--- src/rtl/ones_counter.sv ---
// Counts cycles with data high; count is registered, one cycle after the sampled bit.
// No handshake or backpressure: every rising edge out of reset is evaluated.
module ones_counter #(
    parameter int WIDTH = 4
) (
    input  logic             clk,
    input  logic             reset,
    input  logic             data,
    output logic [WIDTH-1:0] count
);

    logic [WIDTH-1:0] count_q;
    logic [WIDTH-1:0] count_d;

    // Unsigned add truncated to WIDTH bits, so the top value wraps to zero.
    always_comb begin
        count_d = count_q;
        if (data) begin
            count_d = count_q + WIDTH'(1);
        end
    end

    always_ff @(posedge clk or negedge reset) begin
        if (!reset) begin
            count_q <= '0;
        end else begin
            count_q <= count_d;
        end
    end

    assign count = count_q;

endmodule

--- config.mk ---
export PLATFORM = sky130hd
export DESIGN_NAME = ones_counter
export DESIGN_NICKNAME = d
export VERILOG_FILES = /design/src/rtl/ones_counter.sv
export SDC_FILE = /design/constraint.sdc
export NUM_CORES = 1
export LEC_CHECK = 0
export ABC_AREA = 1
export BUFFER_PORTS_ARGS = -buffer_cell sky130_fd_sc_hd__buf_2
export CAP_MARGIN = 20
export CORE_AREA = 4 4 41 43
export CTS_CLUSTER_DIAMETER = 80
export DETAILED_ROUTE_END_ITERATION = 16
export DIE_AREA = 0 0 45 47
export GPL_TIMING_DRIVEN = 0
export PLACE_DENSITY = 0.37
export SLEW_MARGIN = 40
export SYNTH_ARGS = -nofsm -noshare
export SYNTH_HDL_FRONTEND = slang
export SYNTH_SLANG_ARGS = --single-unit
export TNS_END_PERCENT = 30
--- constraint.sdc ---
create_clock -name clk -period 2.43 [get_ports clk]
set_input_delay 0.1215 -clock clk [delete_from_list [all_inputs] [get_ports clk]]
set_output_delay 0.1215 -clock clk [all_outputs]
set_load 0.03 [all_outputs]
==> key figures <==
Pwr
  – Pint: 209.5 uW
  – Worst VDD drop: 0.0005443 V
  – Clock power frac: 21.3%
  – Sequential share of power: 34.9%
  – Cell area power density: roughly 1500 nW/um^2
  – LEAKAGE: 0.0001360 uW
  – Total power: approximately 380 uW
  – Power share of the combinational group: 43.8%
  – Switching power: 171.9 uW
  – Sw Ratio: between 40% and 50%

STA
  – Tcrit/Tclk final: between 30 and 40%
  – TNS Setup: 0 ns
  – Worst-margin pin slew: 0.1476 ns
  – Final hold vios: 0
  – Unrepaired setup endpoints after global routing: false
  – Slew headroom: 90.05%
  – F_max: 1031 MHz
  – # setup viols final: 0
  – Clock Skew: about 0.0040 ns
  – Fin Hold WS: 0.1300 ns
  – Final Max Tran Viols: 0
  – Clock period minus worst slack: 0.9699 ns

Logic synthesis
  – Mux contribution to synthesized area: 0%
  – Post-Synth XOR/XNOR Area: 9.859%
  – Cells after Synth: 19
  – Post-Synth Adder-Cell Area: under 10%
  – Post-synthesis sequential area ratio: between 50% and 60%
  – Largest area contributor in the synthesized netlist: dfrtp_1
  – Yosys reg bits: 4
  – Synth Area in Simple Gates: 14.79%
  – Mean Syn Cell Area: 9.351 sq um
  – Synth top area share: 56.34%
  – Largest family of logic cells by synthesized area: simple AND/OR/NAND/NOR gates
  – Mapped cell area: 177.7 sq um
  – Distinct cell type count after synthesis: 8
  – Yosys synthesis warning count: 0
  – Area contributors post-synth: dfrtp_1 56%, nand2_1 13%, xor2_1 9.9%
  – Synth Area in Compound Gates: 5.634%
  – Syn Nets: 23

CTS
  – CTS tree: yes
  – CTS root buf: clkbuf_4
  – Post-cts resize count: 0
  – Worst-skew pair later-pin latency: 0.23 ns
  – Max clock buf depth: 2
  – CTS sink count: 4
  – H-tree Lvls: 1
  – Inserted Clock Buffers: 3
  – Clk slew on worst S/H paths: 0.03 ns

Floorplanning
  – # IOs: 7
  – Die area: approximately 2100 sq um
  – Die Ht: roughly 47 um
  – Die Wd: 45 um
  – Number of core rows: 13
  – Core ar.: 1301 sq um
  – Initial core utilization: 13.65%

Final layout
  – Final std cells w/o fill: 44
  – Area delta synth->final: 45.77%
  – Max FFs per register: 4
  – Layout cells sized above 1: 31.03%
  – N_diodes: 0
  – Final net count: 35
  – Most frequent cells in the layout: 6 x nand2_1, 6 x buf_2, 4 x dfrtp_1, 3 x inv_1, 3 x clkbuf_4

Route
  – WL met3: 54 um
  – Pre-Repair DR Iteration Count: 2
  – Routed vias/inst: 3.500
  – DRT met1 WL: 172 um
  – DRT antenna net count: 0
  – Met2 wire length: 118 um
  – Wire per inst: 7.864 um
  – Vias: around 150
  – DR DRC count: 0
  – Top sig layer: met3
  – Initial DRC count: 4
  – Routed WL: 346 um

Outcome
  – Status: finished, final reports clean

Min path
  – Class of the worst hold path: input port to flop

GRT
  – Aggregate global routing overflow: 0
  – Vias in the first global route: 148
  – First-pass GRT wire length: 579 um
  – All-layer global routing usage: 4.441%
  – Initial antenna violation count: 0
  – Largest net degree at the start of global routing: 6

Worst setup path
  – Buffers plus inverters on the worst setup path: 1
  – CP arrival: roughly 0.85 ns
  – CP Capture Type: primary output
  – Required @ worst endpoint: 2.31 ns
  – Max incr delay on CP: 0.39 ns
  – Largest delay share family, worst path: flip-flops
  – Crit path kind: flop to primary output
  – Critical path peak fanout: 4
  – Slowest cell on the critical path: dfrtp_1
  – Startpoint types: flop
  – CP cell instances: buf_2

Flow run
  – MaxCap Viol Count: 0

Placed design
  – I/O Buffers: 6
  – DP HPWL: approximately 270 um
  – Placed cell count: 40
  – Placer congestion estimate: 0.5594
-- metal layers --
layer,GRT usage (%),vias to the layer above
met5,0,-
met4,1.754,0
met3,5.747,0
met2,5.085,9
met1,4.598,67
li1,-,78
-- final cells by class --
class	instances	area (sq um)
Timing Repair Buffer	7	40.04
Fill cell	158	1042
Inverter	3	11.26
Multi-Input combinational cell	12	66.31
Clock buffer	3	22.52
Tap cell	15	18.77
Sequential cell	4	100.1
-- kinds of logic after synthesis --
group	count (synthesis)
adders and majority gates	1
buffers and inverters	3
xor gates and xnor gates	2
and+or+nand+nor	7
DFF	4
AOI/OAI and AO/OA	2
-- cell usage after synthesis, drive strengths merged --
cell type,n
ha,1
nand2,6
dfrtp,4
inv,3
xor2,2
o21ai,2
nor2,1
-- metrics by stage --
step / setup WS, ns / instance area [sq um] / utilization [%]
finish: 1.460 / 259.0 / 19.90
global route: 1.420 / 259.0 / 19.90
CTS: 1.446 / 259.0 / 19.90
detailed placement: 1.459 / 226.5 / 17.40
global placement: 1.463 / 226.5 / 17.40
floorplan: 1.330 / 177.7 / -
-- power by group through the flow --
stage               Combinational [uW]  Clock, uW  Sequential [uW]
finish                             167       81.2              133
global route                       185       94.3              139
floorplan                         53.6          0              197
CTS                                171       85.9              134
global placement                   167          0              132
detailed placement                 169          0              135
-- repair_timing --
action | in CTS | in global routing
hold buffers | 1 | 0
setup buffers | 0 | 0
endpoints found under the hold margin | 4 | 0
-- final timing paths --
kind                                       from                    to  slack (ns)  cells after the start
setup reg to reg           count[0]$_DFFE_PN0P_  count[2]$_DFFE_PN0P_        1.46                      4
hold reg to reg            count[3]$_DFFE_PN0P_  count[3]$_DFFE_PN0P_        0.50                      2
setup / recovery           count[0]$_DFFE_PN0P_              count[0]        1.46                      1
max in group asynchronous                 reset  count[1]$_DFFE_PN0P_        2.09                      2
min in group asynchronous                 reset  count[3]$_DFFE_PN0P_        0.22                      2
hold / removal                             data  count[0]$_DFFE_PN0P_        0.13                      2
No activity file was read; power rests on OpenSTA's default activity.
